===== config.mk =====
export PLATFORM = sky130hd
export DESIGN_NAME = test007
export DESIGN_NICKNAME = d
export VERILOG_FILES = /design/src/rtl/test007.sv
export SDC_FILE = /design/constraint.sdc
export NUM_CORES = 1
export LEC_CHECK = 0
export CAP_MARGIN = 20
export CELL_PAD_IN_SITES_DETAIL_PLACEMENT = 1
export CELL_PAD_IN_SITES_GLOBAL_PLACEMENT = 1
export CORE_MARGIN = 2
export CORE_UTILIZATION = 30
export DETAILED_ROUTE_END_ITERATION = 6
export GPL_TIMING_DRIVEN = 0
export HOLD_SLACK_MARGIN = 0.12
export PLACE_DENSITY = 0.77
export SYNTH_ARGS = -nofsm -noshare
export SYNTH_HDL_FRONTEND = slang
export SYNTH_SLANG_ARGS = --single-unit

===== constraint.sdc =====
create_clock -name clk -period 3.8 [get_ports clk]
set_input_delay 0.38 -clock clk [delete_from_list [all_inputs] [get_ports clk]]
set_output_delay 0.38 -clock clk [all_outputs]
set_load 0.02 [all_outputs]

===== src/rtl/test007.sv =====
// Port I/O self-check block with two callable methods: test(t1,t2,t3) and run().
// One shared FSM serves both; each call holds its busy flag high for three cycles.
module test007 (
   input  logic        clk,
   input  logic        reset,
   input  logic        in_din_exp,
   output logic        out_dout_exp,
   input  logic [15:0] in16_din_exp,
   output logic [15:0] out16_dout_exp,
   input  logic [31:0] in32_din_exp,
   output logic [31:0] out32_dout_exp,
   input  logic        test_t1,
   input  logic [15:0] test_t2,
   input  logic [31:0] test_t3,
   input  logic        test_req,
   output logic        test_busy,
   output logic        test_return,
   input  logic        run_req,
   output logic        run_busy
);

   typedef enum logic [2:0] {
      IDLE,
      T_EXEC,
      T_DONE,
      R_EXEC,
      R_DONE
   } state_t;

   state_t      state;
   logic        fin;
   logic        hit;
   logic        t1;
   logic [15:0] t2;
   logic [31:0] t3;
   logic        i1;
   logic [15:0] i16;
   logic [31:0] i32;

   // The DONE states take two cycles: the first registers the compare,
   // the second commits, giving three busy cycles per call.
   always_ff @(posedge clk) begin
      if (reset) begin
         state          <= IDLE;
         fin            <= 1'b0;
         hit            <= 1'b0;
         t1             <= 1'b0;
         t2             <= '0;
         t3             <= '0;
         i1             <= 1'b0;
         i16            <= '0;
         i32            <= '0;
         out_dout_exp   <= 1'b0;
         out16_dout_exp <= '0;
         out32_dout_exp <= '0;
         test_busy      <= 1'b0;
         test_return    <= 1'b0;
         run_busy       <= 1'b0;
      end else begin
         unique case (state)
            IDLE: begin
               fin <= 1'b0;
               if (test_req) begin
                  test_busy <= 1'b1;
                  state     <= T_EXEC;
               end else if (run_req) begin
                  run_busy <= 1'b1;
                  state    <= R_EXEC;
               end
            end
            T_EXEC: begin
               t1    <= test_t1;
               t2    <= test_t2;
               t3    <= test_t3;
               i1    <= in_din_exp;
               i16   <= in16_din_exp;
               i32   <= in32_din_exp;
               state <= T_DONE;
            end
            T_DONE: begin
               if (!fin) begin
                  hit <= (i1 == t1) && (i16 == t2) && (i32 == t3);
                  fin <= 1'b1;
               end else begin
                  out_dout_exp   <= t1;
                  out16_dout_exp <= t2;
                  out32_dout_exp <= t3;
                  test_return    <= hit;
                  test_busy      <= 1'b0;
                  fin            <= 1'b0;
                  state          <= IDLE;
               end
            end
            R_EXEC: begin
               i1    <= in_din_exp;
               i16   <= in16_din_exp;
               i32   <= in32_din_exp;
               state <= R_DONE;
            end
            R_DONE: begin
               if (!fin) begin
                  fin <= 1'b1;
               end else begin
                  out_dout_exp   <= i1;
                  out16_dout_exp <= i16;
                  out32_dout_exp <= i32;
                  run_busy       <= 1'b0;
                  fin            <= 1'b0;
                  state          <= IDLE;
               end
            end
            default: state <= IDLE;
         endcase
      end
   end

endmodule


### Yosys cells after proc, flatten, opt, wreduce, memory -nomap -nowiden

Index checks and enable logic that the tools add are counted.

| cells by class | value |
|---|---|
| $add $sub $neg | 0 |
| multipliers | 0 |
| div/mod/pow operators | 0 |
| order comparisons | 0 |
| equality and inequality tests | 14 |
| shift operators | 0 |
| multiplexer cells | 21 |
| bitwise operators | 1 |
| reductions and logical operators | 15 |

Operators by type and width:

| kind | count |
|---|---|
| two-way mux 32 bit | 2 |
| one-hot mux 32 bit (2 select lines) | 1 |
| == test 32 bit | 1 |
| two-way mux 16 bit | 2 |
| one-hot mux 16 bit (2 select lines) | 1 |
| == test 16 bit | 1 |
| one-hot mux 3 bit (4 select lines) | 1 |
| inequality test 2 bit, second input constant | 5 |
| two-way mux 3 bit | 3 |
| one-hot mux 1 bit (2 select lines) | 4 |
| nonzero test 2 bit | 4 |
| two-way mux 1 bit | 7 |
| == test 3 x 2 -> 1 bit, second input constant | 2 |
| AND reduction 2 bit | 3 |
| AND reduction 3 bit | 2 |
| AND reduction 4 bit | 1 |
| OR reduction 2 bit | 2 |
| == test 3 x 1 -> 1 bit, second input constant | 1 |
| == test 3 bit, second input constant | 1 |
| logical NOT 3 bit | 1 |
| inequality test 3 bit, second input constant | 1 |
| logical AND 1 bit | 2 |
| inequality test 2 x 1 -> 1 bit, second input constant | 1 |
| == test 1 bit | 1 |
| inverter 1 bit | 1 |

| storage, ports and cells | value |
|---|---|
| bits in registers | 155 |
| bits in latches | 0 |
| bits in writable memories | 0 |
| memory bits (read-only) | 0 |
| input port bits | 102 |
| word-level logic and storage cells | 66 |
| memories kept | 0 |

### Logic depth before layout (Yosys ltp)

| depth | value |
|---|---|
| depth in word-level cells | 4 |
| gate-level depth with buffers | 8 |

### Worst setup path after synthesis

No wires, ideal clock.

| timing | value |
|---|---|
| path kind | reg-to-reg |
| from | reg state[2] |
| to | reg out32_dout_exp[20] |
| library setup time | 0.081 ns |
| data arrival time | 1.303 ns |
| setup slack | 2.415 ns |
| cell stages (with the launch flop) | 8 |
| path buffers | 4 |
| cell sequence | dfxtp_1 -> buf_6 -> xor2_2 -> and3_1 -> buf_6 -> buf_6 -> buf_6 -> a211oi_2 |

| on the way | value |
|---|---|
| word-level cells in the longest chain between the ends | 3 |
| elaborated cells between the ends (all ways) | 7 |

RTL lines:

| what | RTL line | RTL |
|---|---|---|
| start: declaration | 30 | `state_t state;` |
| start signal: assignment | 44 | `state <= IDLE;` |
| start signal: assignment | 65 | `state <= T_EXEC;` |
| start signal: assignment | 68 | `state <= R_EXEC;` |
| == test 3 x 2 -> 1 bit or == test 3 bit (tied branches) | 60 | `unique case (state)` |
| inequality test 2 bit (no source line) or nonzero test 2 bit (tied branches) | - |  |
| AND reduction 3 bit (no source line) | - |  |
| end signal: assignment | 87 | `out32_dout_exp <= t3;` |
| end signal: assignment | 106 | `out32_dout_exp <= i32;` |
| end: declaration | 11 | `output logic [31:0] out32_dout_exp,` |

Parallel ways exist; a longest one is shown, timed or not.
A chain may end at the register's enable or synchronous reset.

### Worst setup path in the final report

| timing | value |
|---|---|
| from | reg state[0] |
| to | reg t2[14] |

| on the way | value |
|---|---|
| word-level cells in the longest chain between the ends | 1 |

RTL lines:

| what | RTL line | RTL |
|---|---|---|
| == test 3 x 1 -> 1 bit | 60 |  |
| end signal: assignment | 73 | `t2 <= test_t2;` |
| end: declaration | 34 | `logic [15:0] t2;` |

Every way passes these cells.

==> results.txt <==
Setup repair after global routing left no endpoint under its margin. The overall die area came out at 0.0231 mm^2. At the placement stage, the worst setup path has a slack of 1.53 ns. The simple-gate share of the synthesized area works out to 0.178. Yosys mapped the design onto 31 distinct sky130hd cell types. Multiplexer share of the synthesized area: 0.0763. By startpoint and endpoint, the worst setup path is classified as register to register.

The proportion of power drawn by flip-flops and latches came out at 0.414. sky130_fd_sc_hd__dfxtp_1 takes more of the synthesized area than any other cell. The worst-case IR drop observed on VDD is 305 uV. TritonCTS built the clock tree. The cell area after layout came out at 0.00904 mm^2. The total area inside the core boundary comes to 0.0216 mm^2. The fill cell total of the finished layout is 2555, and the adder-cell share of the synthesized area is 0. The routed layout has 5877 vias. The final clock period utilization by the worst path was 0.493; the number of iterations in the first detailed-routing pass was 4. The critical-path cell with the highest stage delay was sky130_fd_sc_hd__dfxtp_1.

The area overhead of the layout relative to synthesis was 37.8%; the number of max-capacitance violations reported was 0. Switching portion of total power: 0.282. Summed over all cells, the static leakage comes to 3.04 nW. After synthesis, the largest family of logic cells by area is simple AND/OR/NAND/NOR gates. For the worst setup path, the data arrival time is 2.15 ns.

Global router's overall resource usage: 0.193. In this run, synthesis inferred 0 flip-flops with an integrated enable. In this run the worst hold path is classified as register to register.

The share of post-route cells with drive strength above 1 was 0.0848; the post-layout worst setup margin was 1.93 ns. Counting I/O delays and the setup requirement, the final critical path takes 1.87 ns. The flow ran to the end, and the final reports show no timing, DRC or antenna violations.

The tools report the combined flip-flop and latch cell area as 0.00310 mm^2. The endpoint class of the critical path is a register. Data on the critical path is required at its endpoint by 4.08 ns.

A synthesized cell averages 8.63 um^2. At the pin with the least slew margin, the transition time is 0.789 ns. After detailed routing, the number of remaining DRC violations is 0. The timing-limited maximum frequency came out at 534 MHz. Clock latency on the worst-skew pair, taken at its later pin, is 0.42 ns. Clock skew on the completed layout was measured at 0.00665 ns. The total global routing overflow came out at 0. By count the netlist is led by 200 x sky130_fd_sc_hd__nand2_1, 155 x sky130_fd_sc_hd__dfxtp_1, 101 x sky130_fd_sc_hd__a21oi_1, 57 x sky130_fd_sc_hd__nor2_1, 50 x sky130_fd_sc_hd__mux2i_1. The via count of the first global-routing pass was 6269; the number of setup buffers added after CTS was 0.

In this run, the number of DRC markers left after iteration 0 of detailed routing was 280. The share of async-settable or async-resettable flops after synthesis came out at 0. Initial antenna violation count: 1.

For the sequential cell area fraction in the yosys report, the log shows 0.473. The run gives 54 as the number of rows created at floorplan. The pin count of the biggest net entering global routing is 17. The H-tree was split into 4 levels.

The xor and xnor area share after synthesis was 0.0679. The most used cell along the critical path was sky130_fd_sc_hd__buf_2. Including well taps, the total number of placed cells is 1193.

The count of pins over their slew limit was 0. By area the synthesized netlist is led by sky130_fd_sc_hd__dfxtp_1 47%, sky130_fd_sc_hd__nand2_1 11%, sky130_fd_sc_hd__a21oi_1 7.7%, sky130_fd_sc_hd__mux2i_1 7.6%, sky130_fd_sc_hd__xnor2_1 4.0%. In the final layout, the multi-input gates occupy 0.00313 mm^2. After clock tree synthesis, the clock-pin slew on the worst setup and hold paths is 0.06 ns. Excluding fillers, the count of instances in the completed layout stands at 1224. The proportion of netlist area held by the largest area contributor is 0.473.

STA classifies the critical path startpoint as a register. The tools report the final weighted congestion of routability-driven global placement as 0.810. Setup violations remaining at the end of the flow were counted as 0.

The logs give 0 for the number of hold violations in the final report and 0.474 for the relative slew slack. The cell at the root of the clock tree was sky130_fd_sc_hd__clkbuf_16. The number of synthesized register bits was 155; the mean number of vias per cell was 4.80. The most used flip-flop cell after synthesis is sky130_fd_sc_hd__dfxtp_1. In the final design database the tool counted 1034 nets. The count of buffers added on input and output ports is 153.

The tools report the clock network power share as 0.392. Summing all placed instances gives a cell area of 0.00844 mm^2. During synthesis, Yosys emitted a total of 0 warnings. Buffers inserted to repair hold after CTS numbered 0. The final layout contains routed wiring with a total length of 22300 um. The die is 152 um tall. The maximum fanout encountered on the critical timing path is 10, and the number of buffers inserted during clock tree synthesis is 17. The per-cell routed wire length works out to 18.2 um.

The compound-gate portion of the synthesized area was 0.155. The count of clock tree sinks was 155. The signal on the critical path passes through inv_1 > nor2_2 > nand2b_1 > buf_2 > buf_2 > nand2_1 > a21oi_1. In the post-synthesis netlist, the cell with the most instances is sky130_fd_sc_hd__nand2_1. The power per cell area is 498 mW/mm^2, and the synthesized instance count is 760.

The tools report the HPWL after detailed placement as 16500 um. The tools report the combinational share of power as 0.194. The tools report the worst-case clock buffer depth as 2. The number of gates resized after CTS was 0.

The floorplan step set the die width to 152 um. After synthesis the cells add up to 0.00656 mm^2. The effective utilization at floorplan is 0.304, and the post-synthesis net count is 862. The count of boundary I/O pins is 154. For the internal power contribution, the log shows 3.23 mW. The sum of negative setup slack was 0 ns. The net switching power of the design was 1.27 mW; the longest individual stage delay on the worst path was 0.47 ns. The remaining antenna violation count is 0, and the first-pass GRT wire length is 34900 um.
==> through the flow <==
step	hold slack, ns	total power [mW]	utilization
final	0.484	4.51	0.418
after global routing	0.500	4.70	0.418
after floorplan	0.452	2.38	-
after global placement	0.466	2.75	0.391
after CTS	0.484	4.54	0.418
after detailed placement	0.475	2.77	0.391
==> layout by cell type (no fill, tap or decap), types with 6 or more instances in the layout <==
master / netlist / routed
sky130_fd_sc_hd__dfxtp_1: 155 / 155
sky130_fd_sc_hd__clkbuf_16: 0 / 17
sky130_fd_sc_hd__buf_6: 8 / 8
sky130_fd_sc_hd__xor2_1: 19 / 19
sky130_fd_sc_hd__xnor2_1: 30 / 30
sky130_fd_sc_hd__a211oi_2: 20 / 20
sky130_fd_sc_hd__a21oi_1: 101 / 101
sky130_fd_sc_hd__nor4_1: 6 / 6
sky130_fd_sc_hd__a211oi_1: 31 / 31
sky130_fd_sc_hd__clkdlybuf4s50_1: 0 / 153
sky130_fd_sc_hd__nand2_1: 200 / 200
sky130_fd_sc_hd__nand4_1: 9 / 9
sky130_fd_sc_hd__buf_4: 8 / 8
sky130_fd_sc_hd__clkbuf_1: 26 / 30
sky130_fd_sc_hd__mux2i_1: 50 / 50
sky130_fd_sc_hd__nor2_1: 57 / 57
sky130_fd_sc_hd__buf_2: 14 / 14
==> worst paths after layout <==
path / to / slack, ns / cells past startpoint / startpoint
worst min-delay path: i16[13] / 0.48 / 2 / i16[13]
worst max register to register: t2[14] / 1.93 / 7 / state[0]
worst max-delay path: t2[14] / 1.93 / 7 / state[0]
worst min register to register: i16[13] / 0.48 / 2 / i16[13]
==> power groups by stage <==
stage	sequential [mW]	combinational [mW]	clock (mW)
after floorplan	1.91	0.466	0
after global placement	1.89	0.862	0
after detailed placement	1.90	0.874	0
after CTS	1.87	0.884	1.79
after global routing	1.88	0.953	1.86
final	1.87	0.874	1.77
==> metal layers <==
metal / vias to the layer above / GRT usage / routed length, um
met3: 15 / 0.0402 / 946
li1: 2906 / - / -
met2: 143 / 0.326 / 10700
met1: 2813 / 0.253 / 10400
met4: 0 / 0.0463 / 310
met5: - / 0 / 0
==> state kept, by name (all words and copies together) (netlist names), 3 cells and up <==
name and count:
i32 32, out32_dout_exp 32, t3 32, i16 16, out16_dout_exp 16, t2 16
state 3
==> cell type report <==
cell class                      count  area share
Multi-Input combinational cell    546       0.346
Inverter                            2    0.000830
Sequential cell                   155       0.343
Clock inverter                      8      0.0159
Buffer                             57      0.0356
Timing Repair Buffer              153       0.169
Tap cell                          280      0.0387
Clock buffer                       22      0.0502
Antenna cell                        1    0.000277
==> cells by family after synthesis <==
group | after synthesis
compound gates | 157
mux | 50
simple gates | 289
buf+inv | 59
flops | 155
xor+xnor | 50
==> worst max-delay path, delay by kind of cell (launching register included) <==
kind            cells  cell delay (ns)
compound gates      1             0.06
simple gates        3             0.60
buf+inv             3             0.59
flops               1             0.47
Power figures use the tool's default switching activity.
